$ cat src/rtl/bitband_pkg.sv
// Shared definitions for the Bitband effect chain: sample limits, unity gain
// and the sequential-multiplier state encoding.
package bitband_pkg;

    typedef enum logic [1:0] {
        StIdle,
        StMult,
        StSat
    } state_e;

    function automatic int sample_max(input int unsigned width);
        return (1 << (width - 1)) - 1;
    endfunction

    function automatic int sample_min(input int unsigned width);
        return -(1 << (width - 1));
    endfunction

    function automatic int unsigned unity_gain(input int unsigned frac);
        return 1 << frac;
    endfunction

endpackage

$ cat src/rtl/sat_clip.sv
// Combinational clamp of a wide signed value into a SIGWIDTH-bit signed sample.
module sat_clip
    import bitband_pkg::*;
#(
    parameter int unsigned IN_WIDTH = 17,
    parameter int unsigned SIGWIDTH = 8
) (
    input  logic signed [IN_WIDTH-1:0] val_i,
    output logic        [SIGWIDTH-1:0] val_o
);

    localparam logic signed [IN_WIDTH-1:0] MaxW = IN_WIDTH'(sample_max(SIGWIDTH));
    localparam logic signed [IN_WIDTH-1:0] MinW = IN_WIDTH'(sample_min(SIGWIDTH));

    always_comb begin
        if (val_i > MaxW) begin
            val_o = MaxW[SIGWIDTH-1:0];
        end else if (val_i < MinW) begin
            val_o = MinW[SIGWIDTH-1:0];
        end else begin
            val_o = val_i[SIGWIDTH-1:0];
        end
    end

endmodule

$ cat src/rtl/drive_gain.sv
// Drive stage: ramped fixed-point gain via a shift-add multiplier, then
// floor-shift and saturate to the sample width.
module drive_gain
    import bitband_pkg::*;
#(
    parameter int unsigned SIGWIDTH  = 8,
    parameter int unsigned GAINWIDTH = 8,
    parameter int unsigned GAINFRAC  = 4,
    parameter int unsigned RAMPSTEP  = 1
) (
    input  logic                 clk_i,
    input  logic                 rst_i,
    input  logic                 sample_clk_i,
    input  logic                 mode_i,
    input  logic [GAINWIDTH-1:0] gain_target_i,
    input  logic [SIGWIDTH-1:0]  sample_in_i,
    output logic [SIGWIDTH-1:0]  sample_out_o,
    output logic                 sample_valid_o,
    output logic                 busy_o,
    output logic                 overrun_o
);

    localparam int unsigned AccW = SIGWIDTH + GAINWIDTH + 1;
    localparam int unsigned CntW = $clog2(GAINWIDTH + 1);
    localparam logic [GAINWIDTH-1:0] Unity = GAINWIDTH'(unity_gain(GAINFRAC));
    localparam logic [GAINWIDTH-1:0] Step  = GAINWIDTH'(RAMPSTEP);

    state_e                 state_q, state_d;
    logic [CntW-1:0]        cnt_q, cnt_d;
    logic signed [AccW-1:0] acc_q, acc_d;
    logic signed [AccW-1:0] mcand_q, mcand_d;
    logic [GAINWIDTH-1:0]   mult_q, mult_d;
    logic [GAINWIDTH-1:0]   gain_q, gain_d;
    logic [SIGWIDTH-1:0]    out_q, out_d;
    logic                   valid_q, valid_d;
    logic                   overrun_q, overrun_d;

    logic [GAINWIDTH-1:0]   gain_diff, gain_step, gain_ramp;
    logic signed [AccW-1:0] acc_shifted;
    logic [SIGWIDTH-1:0]    clipped;

    // Move toward the target by at most Step, never past it.
    always_comb begin
        if (gain_target_i > gain_q) begin
            gain_diff = gain_target_i - gain_q;
            gain_step = (gain_diff < Step) ? gain_diff : Step;
            gain_ramp = gain_q + gain_step;
        end else begin
            gain_diff = gain_q - gain_target_i;
            gain_step = (gain_diff < Step) ? gain_diff : Step;
            gain_ramp = gain_q - gain_step;
        end
    end

    assign acc_shifted = acc_q >>> GAINFRAC;

    sat_clip #(
        .IN_WIDTH(AccW),
        .SIGWIDTH(SIGWIDTH)
    ) u_sat_clip (
        .val_i(acc_shifted),
        .val_o(clipped)
    );

    always_comb begin
        state_d   = state_q;
        cnt_d     = cnt_q;
        acc_d     = acc_q;
        mcand_d   = mcand_q;
        mult_d    = mult_q;
        gain_d    = gain_q;
        out_d     = out_q;
        valid_d   = 1'b0;
        overrun_d = overrun_q | (sample_clk_i && (state_q != StIdle));

        unique case (state_q)
            StIdle: begin
                if (sample_clk_i) begin
                    state_d = StMult;
                    cnt_d   = '0;
                    acc_d   = '0;
                    mcand_d = {{(AccW - SIGWIDTH){sample_in_i[SIGWIDTH-1]}}, sample_in_i};
                    // Bypass multiplies by unity so latency matches the gain path.
                    if (mode_i) begin
                        gain_d = gain_ramp;
                        mult_d = gain_ramp;
                    end else begin
                        mult_d = Unity;
                    end
                end
            end
            StMult: begin
                // One trailing cycle after the last bit keeps latency at GAINWIDTH+2.
                if (cnt_q == CntW'(GAINWIDTH)) begin
                    state_d = StSat;
                end else begin
                    if (mult_q[0]) begin
                        acc_d = acc_q + mcand_q;
                    end
                    mcand_d = mcand_q <<< 1;
                    mult_d  = mult_q >> 1;
                    cnt_d   = cnt_q + CntW'(1);
                end
            end
            StSat: begin
                out_d   = clipped;
                valid_d = 1'b1;
                state_d = StIdle;
            end
            default: state_d = StIdle;
        endcase
    end

    always_ff @(posedge clk_i) begin
        if (rst_i) begin
            state_q   <= StIdle;
            cnt_q     <= '0;
            acc_q     <= '0;
            mcand_q   <= '0;
            mult_q    <= '0;
            gain_q    <= Unity;
            out_q     <= '0;
            valid_q   <= 1'b0;
            overrun_q <= 1'b0;
        end else begin
            state_q   <= state_d;
            cnt_q     <= cnt_d;
            acc_q     <= acc_d;
            mcand_q   <= mcand_d;
            mult_q    <= mult_d;
            gain_q    <= gain_d;
            out_q     <= out_d;
            valid_q   <= valid_d;
            overrun_q <= overrun_d;
        end
    end

    assign sample_out_o   = out_q;
    assign sample_valid_o = valid_q;
    assign busy_o         = (state_q != StIdle);
    assign overrun_o      = overrun_q;

endmodule

$ cat config.mk
export PLATFORM = sky130hd
export DESIGN_NAME = drive_gain
export DESIGN_NICKNAME = d
export VERILOG_FILES = /design/src/rtl/bitband_pkg.sv /design/src/rtl/sat_clip.sv /design/src/rtl/drive_gain.sv
export SDC_FILE = /design/constraint.sdc
export NUM_CORES = 1
export LEC_CHECK = 0
export BUFFER_PORTS_ARGS = -buffer_cell sky130_fd_sc_hd__buf_2
export CORE_ASPECT_RATIO = 0.7
export CORE_UTILIZATION = 61
export CTS_CLUSTER_SIZE = 8
export DETAILED_ROUTE_END_ITERATION = 7
export PLACE_DENSITY = 0.8
export RECOVER_POWER = 50
export SETUP_SLACK_MARGIN = 0.02
export SYNTH_ARGS = -nofsm -noshare
export SYNTH_HDL_FRONTEND = slang
export SYNTH_SLANG_ARGS = --single-unit
$ cat constraint.sdc
create_clock -name clk_i -period 5.1 [get_ports clk_i]
set_input_delay 1.02 -clock clk_i [delete_from_list [all_inputs] [get_ports clk_i]]
set_output_delay 1.02 -clock clk_i [all_outputs]
set_load 0.05 [all_outputs]
## After elaboration in Yosys (flattened, before gate mapping)

Index checks and enable logic that the tools add are counted.

| storage, ports and cells | value |
|---|---|
| flip-flop bits (word level) | 66 |
| input bits | 20 |
| output and inout bits | 11 |
| word-level logic and storage cells | 59 |

| operators by class | value |
|---|---|
| add/subtract/negate cells | 6 |
| $lt $le $gt $ge | 5 |
| eq/ne operators | 7 |
| multiplexer cells | 23 |
| bitwise operators | 1 |
| reduce and logical (&&, ||, !) cells | 8 |

Operators with widths:

| operator | number |
|---|---|
| 2-to-1 mux 17 bit | 5 |
| one-hot mux 17 bit (2 select lines) | 2 |
| 2-to-1 mux 8 bit | 8 |
| subtractor 8 bit | 3 |
| adder 17 bit | 1 |
| < comparator 8 x 1 -> 1 bit, second input constant | 2 |
| one-hot mux 8 bit (2 select lines) | 1 |
| greater-than comparator 13 x 8 -> 1 bit, second input constant | 1 |
| < comparator 13 x 8 -> 1 bit, second input constant | 1 |
| adder 8 bit | 1 |
| greater-than comparator 8 bit | 1 |
| 2-to-1 mux 4 bit | 2 |
| != test 2 bit, second input constant | 4 |
| one-hot mux 4 bit (2 select lines) | 1 |
| AND reduction 3 bit | 2 |
| adder 4 x 1 -> 4 bit, second input constant | 1 |
| == test 4 bit, second input constant | 1 |
| 2-to-1 mux 2 bit | 2 |
| one-hot mux 2 bit (2 select lines) | 1 |
| AND reduction 4 bit | 1 |
| nonzero test 2 bit | 2 |
| == test 2 x 1 -> 1 bit, second input constant | 1 |
| == test 2 bit, second input constant | 1 |
| logical NOT 2 bit | 1 |
| other kinds (4) | 4 |

## Depth between registers and ports, before layout

Gate-level depths: netlist of run 1.

| logic depth | value |
|---|---|
| depth after elaboration | 8 |
| depth in mapped cells | 20 |
| mapped depth without buffers | 20 |

## Modules after synthesis

From an unflattened synthesis of run 1, not the netlist that was laid out.

| unflattened totals | value |
|---|---|
| cells, all modules | 578 |
| area total of the unflattened synthesis | 4546.9 sq um |

By module, submodules not included:

| module | times used | cells each | area each (sq um) | seq. area each (sq um) |
|---|---|---|---|---|
| drive_gain | 1 | 547 | 4294.1 | 1321.3 |
| sat_clip | 1 | 31 | 252.7 | 0.0 |

## Worst setup path before layout of run 1

OpenSTA, ideal clock, no wires.

| timing path | value |
|---|---|
| path type | in2reg |
| start | in gain_target_i[2] |
| end | reg mult_q[6] |
| arrival | 4.415 ns |
| required time | 5.014 ns |
| slack | 0.599 ns |
| stages on the path | 19 |
| buffers on the path | 1 |
| cell sequence | inv_1 -> ha_1 -> buf_6 -> nor2b_4 -> o31a_4 -> or4_4 -> o311ai_2 -> nand3_1 -> inv_1 -> ha_1 -> and2_1 -> fa_1 -> nor2b_1 -> o21ai_1 -> a21oi_1 -> o21ai_1 -> nor3b_1 -> o31a_1 -> a211oi_1 |

| on the way | value |
|---|---|
| cells in the longest elaborated chain, start to end | 8 |
| elaborated cells between the ends (all ways) | 13 |
| classes of those cells | add/sub (4); order compare (3); mux (6) |

RTL lines:

| item | RTL line | text |
|---|---|---|
| start, declared | drive_gain.sv:15 | `input logic [GAINWIDTH-1:0] gain_target_i,` |
| subtractor 8 bit, on equally long branches | drive_gain.sv:49, drive_gain.sv:45 |  |
| < comparator 8 x 1 -> 1 bit, on equally long branches | drive_gain.sv:50, drive_gain.sv:46 |  |
| 2-to-1 mux 8 bit, on equally long branches | drive_gain.sv:50, drive_gain.sv:46 |  |
| subtractor 8 bit or adder 8 bit (tied branches) | drive_gain.sv:51, drive_gain.sv:47 |  |
| 2-to-1 mux 8 bit (*) | drive_gain.sv:44 | `if (gain_target_i > gain_q) begin` |
| 2-to-1 mux 8 bit (*) | drive_gain.sv:84 | `if (mode_i) begin` |
| 2-to-1 mux 8 bit (*) | drive_gain.sv:78 | `if (sample_clk_i) begin` |
| one-hot mux 8 bit (2 select lines) (*) | drive_gain.sv:76 | `unique case (state_q)` |
| end signal, assigned | drive_gain.sv:130 | `mult_q <= mult_d;` |
| end, declared | drive_gain.sv:32 | `logic [GAINWIDTH-1:0] mult_q, mult_d;` |

Every way passes the cells marked *; elsewhere a longest branch is shown, timed or not. The select of a mux whose other input is x is not followed.
A chain may end at the register's enable or synchronous reset.

## Final worst setup path of run 1

| timing path | value |
|---|---|
| start | in gain_target_i[0] |
| end | reg mult_q[6] |

Same word-level chain as after synthesis.

==> flow_summary_export.csv, run 1 <==
group,metric,value,unit
outcome,outcome,"finished with violations",
outcome,violations,"capacitance limit, slew limit",
power_and_ir_drop,p_total,1.51,mW
synthesis,ys_ff_latch,66,
sta,slew_viol_final,64,
sta,whs,0.453,ns
synthesis,yosysWarnings,0,
power_and_ir_drop,seq_power_share,0.384,
job,drv_cap,1,
critical_path,cp.arrival,4.92,ns
clocking,h-tree-depth,3,
clocking,cts_tree,"done",
grt,grt_use_met2,0.461,
layout,instances_no_fill,670,
placement,dp_hpwl,7.94,mm
synthesis,syn-num-nets,619,
synthesis,synth_area,4460,µm²
grt,met3_usage,0.0710,
power_and_ir_drop,switching_share,0.320,
sta,slew-limit-headroom,-0.833,
grt,grt_overflow,0,
floorplan,dieArea,7660,µm²
synthesis,synth_cells,554,
layout,antenna_cells,0,
floorplan,die_x,104,µm
power_and_ir_drop,p_per_area,312,nW/µm²
synthesis,synth_top_area_cell,"dfxtp_1",
sta,setup_viol,0,
power_and_ir_drop,irDropWorstVdd,191,µV
power_and_ir_drop,power.share.combinational,0.273,
critical_path,crit_fanout,3,
placement,gp_congestion,0.891,
detailed_routing,wl_per_cell,15.9,µm
synthesis,async_reset_ff_frac,0,
sta,fin_worst_skew,0.0108,ns
detailed_routing,route.detailed.drc,0,
floorplan,die_h,73.5,µm
clocking,cts-root-buf,"clkbuf_8",
sta,fin_crit_sh,0.919,
detailed_routing,antenna_left,0,
power_and_ir_drop,clock_power_share,0.343,
sta,finalHoldViolCount,0,
clocking,cts_setup_buffers,0,
sta,fmax,213,MHz
grt,grt.total_usage,0.299,
synthesis,syn_avg_cell_area,8.04,µm²
detailed_routing,vias_per_cell,6.08,
synthesis,yosysTopAreaCellShare,0.296,
critical_path,worst-setup-path-type,"in -> reg",
placement,portBuffers,30,
grt,grt_start_max_net_pins,64,
grt,met1_usage,0.421,
detailed_routing,drt_iter0_drc,268,
layout,multi_input_area,2900,µm²
grt,busiest_layer,"met2",
clocking,cts_buffer_depth,2,
clocking,cts_buffers,9,
synthesis,synth_area_leaders,"dfxtp_1, ha_1, nand2_1",
placement,dpl-instance-area,4630,µm²
layout,nNetsFinal,636,
floorplan,initial_core_util,0.645,
critical_path,end_kind,"flop",
sta,tightest_slew,2.75,ns
sta,tns,0,ns
synthesis,synth_most_common_cell,"dfxtp_1",
placement,dp_cells,654,
clocking,cts_hold_buf,0,
synthesis,synthFlopType,"dfxtp_1",
layout,seqCellArea,1320,µm²
clocking,cts.clk_slew.worst_paths,0.07,ns
synthesis,synth_edf_count,0,
critical_path,cp-start-kind,"input port",
synthesis,synth.distinct_cells,71,
clocking,insertion_delay,0.35,ns
power_and_ir_drop,p_switching,0.483,mW
grt,antenna_found_initial,0,
layout,fin_area,4840,µm²
clocking,cts.sink_count,66,
power_and_ir_drop,cellLeakagePower,2.02,nW
synthesis,synth_commonest_cells,"dfxtp_1, nand2_1, nor2_1, a21oi_1, ha_1",
floorplan,coreArea,6910,µm²
floorplan,io_pins,31,
layout,num-fill-cells,596,
floorplan,std_cell_rows,25,
sta,rsz0062_at_grt,"false",
detailed_routing,firstDrtPassIters,5,
grt,grt_pass1_vias,3778,
detailed_routing,wirelength,10.7,mm
layout,syn_to_final_growth,8.70,%
critical_path,required,5.34,ns
sta,final.min_clock_period,4.69,ns
layout,drive_gt1_frac,0.0938,
detailed_routing,vias,4072,
synthesis,yosysSeqAreaShare,0.296,
clocking,post_cts_resized,0,
worst_hold_path,hold_class,"reg -> reg",
power_and_ir_drop,internal_power,1.03,mW
grt,grt_pass1_wl,18.0,mm
layout by cell type, fill, tap and decap left out, types with 3 or more instances in the layout:
cell,instances
a311oi_1,7
nor3_1,24
nand4_1,3
nor3b_1,5
or3_1,3
o21ai_1,14
nor2b_1,8
a31oi_1,8
nand2_1,62
o21a_1,5
clkbuf_1,12
fa_1,4
inv_1,30
nand3_1,15
mux2i_1,3
clkbuf_8,12
and3_1,4
xor2_1,12
nor2_1,52
nand2b_1,11
o211ai_1,9
buf_2,19
a21o_1,5
a221oi_1,3
o21ai_0,12
dfxtp_1,66
ha_1,41
a211oi_1,18
xnor2_1,9
a21oi_1,42
and2_1,7
a211o_1,3
registers in the layout, indices dropped and copies added (netlist names):
signal          count
state_q             2
gain_q              8
cnt_q               4
sample_valid_o      1
mcand_q            17
sample_out_o        8
mult_q              8
acc_q              17
overrun_o           1
power groups by stage:
stage,Sequential (mW),Clock (mW),Combinational (mW)
6_report,0.581,0.518,0.413
5_1_grt,0.585,0.543,0.456
4_1_cts,0.580,0.521,0.406
3_5_place_dp,0.591,0,0.404
3_3_place_gp,0.591,0,0.388
2_1_floorplan,0.583,0,0.322
logic make-up after synthesis:
family	count (synthesis)	share of synthesized area
simple gates	206	0.226
fa+ha+maj	45	0.133
mux	3	0.00674
xor+xnor	21	0.0413
compound gates	154	0.243
buf+inv	58	0.0531
other cells	1	0.000841
flops	66	0.296
layout make-up:
| cell class | instances | share of cell area |
|---|---|---|
| clock inverter | 4 | 0.0150 |
| tap | 94 | 0.0243 |
| clock buffer | 12 | 0.0341 |
| timing repair buffer | 33 | 0.0320 |
| sequential | 66 | 0.273 |
| multi-input combinational | 430 | 0.598 |
| inverter | 31 | 0.0240 |
worst max-delay path: stages:
cell	delay [ns]
buf_2	0.09
inv_1	0.04
ha_1	0.22
fa_1	0.45
nor2b_4	0.15
o31a_4	0.15
a31oi_1	0.05
nor4_2	0.43
nand3_1	0.15
inv_1	0.09
ha_1	0.21
and2_1	0.17
fa_1	0.46
nor2b_1	0.15
o21ai_1	0.08
a21oi_1	0.21
o21ai_1	0.12
nor3b_1	0.16
o31a_1	0.30
a211oi_1	0.21
per-layer routing:
layer | up-vias | wire [µm]
met1 | 1901 | 5260
met3 | 11 | 785
li1 | 2010 | -
met2 | 150 | 4520
met5 | - | 0
met4 | 0 | 88
worst paths after layout:
check                        start              end  slack (ns)  cells past startpoint
hold / removal     sample_out_o[2]  sample_out_o[2]        0.45                      2
setup reg to reg         gain_q[2]        mult_q[6]        0.84                     17
hold reg to reg    sample_out_o[2]  sample_out_o[2]        0.45                      2
setup / recovery  gain_target_i[0]        mult_q[6]        0.41                     20
through the flow:
stage / utilization / worst slack [ns]
2_1_floorplan: - / 0.599
3_3_place_gp: 0.670 / 0.303
3_5_place_dp: 0.670 / 0.138
4_1_cts: 0.704 / 0.492
5_1_grt: 0.701 / 0.168
6_report: 0.701 / 0.412
Power figures use the tool's default switching activity.
==> run 2, diff against run 1 <==
--- a/config.mk
+++ b/config.mk
@@ -12,2 +12,3 @@
 export DETAILED_ROUTE_END_ITERATION = 7
+export GPL_TIMING_DRIVEN = 0
 export PLACE_DENSITY = 0.8
@@ -15,2 +16,3 @@
 export SETUP_SLACK_MARGIN = 0.02
+export SLEW_MARGIN = 20
 export SYNTH_ARGS = -nofsm -noshare
--- a/constraint.sdc
+++ b/constraint.sdc
@@ -3,2 +3,2 @@
 set_output_delay 1.02 -clock clk_i [all_outputs]
-set_load 0.05 [all_outputs]
+set_load 0.005 [all_outputs]
==> flow_summary_export.csv, run 2 (synthesized netlist as in run 1, its figures left out) <==
group,metric,value,unit
outcome,outcome,"complete, no violations",
clocking,cts.sink_count,66,
layout,seqCellArea,1320,µm²
clocking,cts-root-buf,"clkbuf_8",
detailed_routing,vias_per_cell,6.06,
floorplan,die_h,73.5,µm
detailed_routing,antenna_left,0,
floorplan,dieArea,7660,µm²
grt,grt_start_max_net_pins,11,
power_and_ir_drop,irDropWorstVdd,181,µV
power_and_ir_drop,cellLeakagePower,2.04,nW
sta,tightest_slew,0.932,ns
critical_path,r2r_start,"gain_q[2]",
sta,final.min_clock_period,4.67,ns
sta,worst_slack,0.427,ns
worst_hold_path,holdPathStages,2,
power_and_ir_drop,power.share.combinational,0.306,
sta,fin_worst_skew,0.00979,ns
detailed_routing,drt_iter0_drc,246,
clocking,cts_buffer_depth,2,
power_and_ir_drop,seq_power_share,0.428,
clocking,h-tree-depth,3,
critical_path,crit_end,"mult_q[6]",
detailed_routing,wirelength,11.3,mm
grt,antenna_found_initial,0,
layout,final_cell_mix,"dfxtp_1, nand2_1, nor2_1",
floorplan,die_x,104,µm
sta,slew-limit-headroom,0.374,
layout,syn_to_final_growth,8.98,%
critical_path,end_kind,"flop",
sta,fin_crit_sh,0.916,
clocking,post_cts_resized,0,
critical_path,ff2ff_setup_slack,0.89,ns
critical_path,crit_path_start,"gain_target_i[0]",
critical_path,cp.arrival,4.94,ns
floorplan,initial_core_util,0.645,
placement,dp_hpwl,8.70,mm
clocking,cts_tree,"done",
power_and_ir_drop,clock_power_share,0.267,
sta,fmax,214,MHz
detailed_routing,route.detailed.drc,0,
layout,drive_gt1_frac,0.0936,
power_and_ir_drop,switching_share,0.347,
sta,rsz0062_at_grt,"false",
detailed_routing,wl_per_cell,16.4,µm
clocking,insertion_delay,0.35,ns
sta,finalHoldViolCount,0,
floorplan,io_pins,31,
detailed_routing,vias,4194,
critical_path,worst-setup-path-type,"in -> reg",
job,drv_cap,0,
power_and_ir_drop,p_per_area,280,nW/µm²
grt,grt_overflow,0,
placement,dpl-instance-area,4720,µm²
placement,portBuffers,29,
clocking,cts_buffers,9,
floorplan,coreArea,6910,µm²
layout,num-fill-cells,608,
detailed_routing,firstDrtPassIters,5,
placement,post-place-ws,0.104,ns
grt,grt_pass1_vias,3833,
critical_path,crit_fanout,5,
critical_path,required,5.37,ns
floorplan,std_cell_rows,25,
power_and_ir_drop,p_switching,0.472,mW
critical_path,r2r-end,"mult_q[6]",
power_and_ir_drop,internal_power,0.889,mW
worst_hold_path,hold_class,"reg -> reg",
layout,nNetsFinal,659,
critical_path,rr_worst_depth,18,
layout,fin_area,4860,µm²
layout,biggestRegsByFlops,"acc_q x17, mcand_q x17",
sta,setup_viol,0,
layout,final_common_cell,"dfxtp_1",
clocking,cts_hold_buf,0,
grt,grt_pass1_wl,18.6,mm
placement,gp_congestion,0.934,
sta,tns,0,ns
sta,slew_viol_final,0,
clocking,cts_setup_buffers,0,
critical_path,cp-start-kind,"input port",
grt,grt.total_usage,0.313,
layout,antenna_cells,0,
clocking,cts.clk_slew.worst_paths,0.07,ns
layout,multi_input_area,2890,µm²
==> run 2: worst max-delay path, cell delays in order <==
cell and delay [ns]:
buf_2 0.10, inv_1 0.04, ha_1 0.21, fa_1 0.46, nor2b_4 0.15, o31a_4 0.16
o31ai_4 0.07, a221oi_1 0.71, nor4_1 0.15, a31oi_1 0.24, ha_1 0.23, fa_1 0.24
nor2b_1 0.06, o21ai_1 0.16, a21oi_1 0.11, o21ai_1 0.18, a21boi_0 0.11, o31a_1 0.30
a211oi_1 0.22
==> run 2: how the worst min path moves through the flow <==
stage | startpoint | end | slack (ns)
after floorplan | mult_q[4] | mult_q[4] | 0.43
after global placement | sample_out_o[3] | sample_out_o[3] | 0.44
after detailed placement | sample_out_o[6] | sample_out_o[6] | 0.44
after CTS | sample_out_o[6] | sample_out_o[6] | 0.45
after global routing | sample_out_o[4] | sample_out_o[4] | 0.47
final | sample_out_o[6] | sample_out_o[6] | 0.45
==> run 2: layout make-up <==
class | instances | share of cell area
multi-input combinational | 430 | 0.596
sequential | 66 | 0.272
timing repair buffer | 29 | 0.0283
clock buffer | 11 | 0.0270
buffer | 27 | 0.0245
tap | 94 | 0.0242
inverter | 31 | 0.0240
clock inverter | 4 | 0.00412
==> run 2: per-stage QoR <==
stage	total power, mW	hold WS [ns]	instances	util
after floorplan	0.901	0.432	554	-
after global placement	0.982	0.437	677	0.683
after detailed placement	0.999	0.440	677	0.683
after CTS	1.36	0.449	692	0.705
after global routing	1.43	0.471	692	0.703
final	1.36	0.452	692	0.703
==> run 2: power groups by stage <==
stage	Combinational [mW]	Clock (mW)	Sequential [mW]
final	0.416	0.363	0.582
after global routing	0.461	0.387	0.585
after CTS	0.410	0.370	0.580
after detailed placement	0.408	0	0.591
after global placement	0.391	0	0.591
after floorplan	0.320	0	0.581
==> run 2: per-layer routing <==
| layer | vias up | GRT usage | wire length, µm |
|---|---|---|---|
| met5 | - | 0 | 0 |
| met4 | 0 | 0.0905 | 117 |
| met3 | 12 | 0.0887 | 912 |
| met2 | 165 | 0.479 | 4780 |
| met1 | 1962 | 0.432 | 5530 |
| li1 | 2055 | - | - |
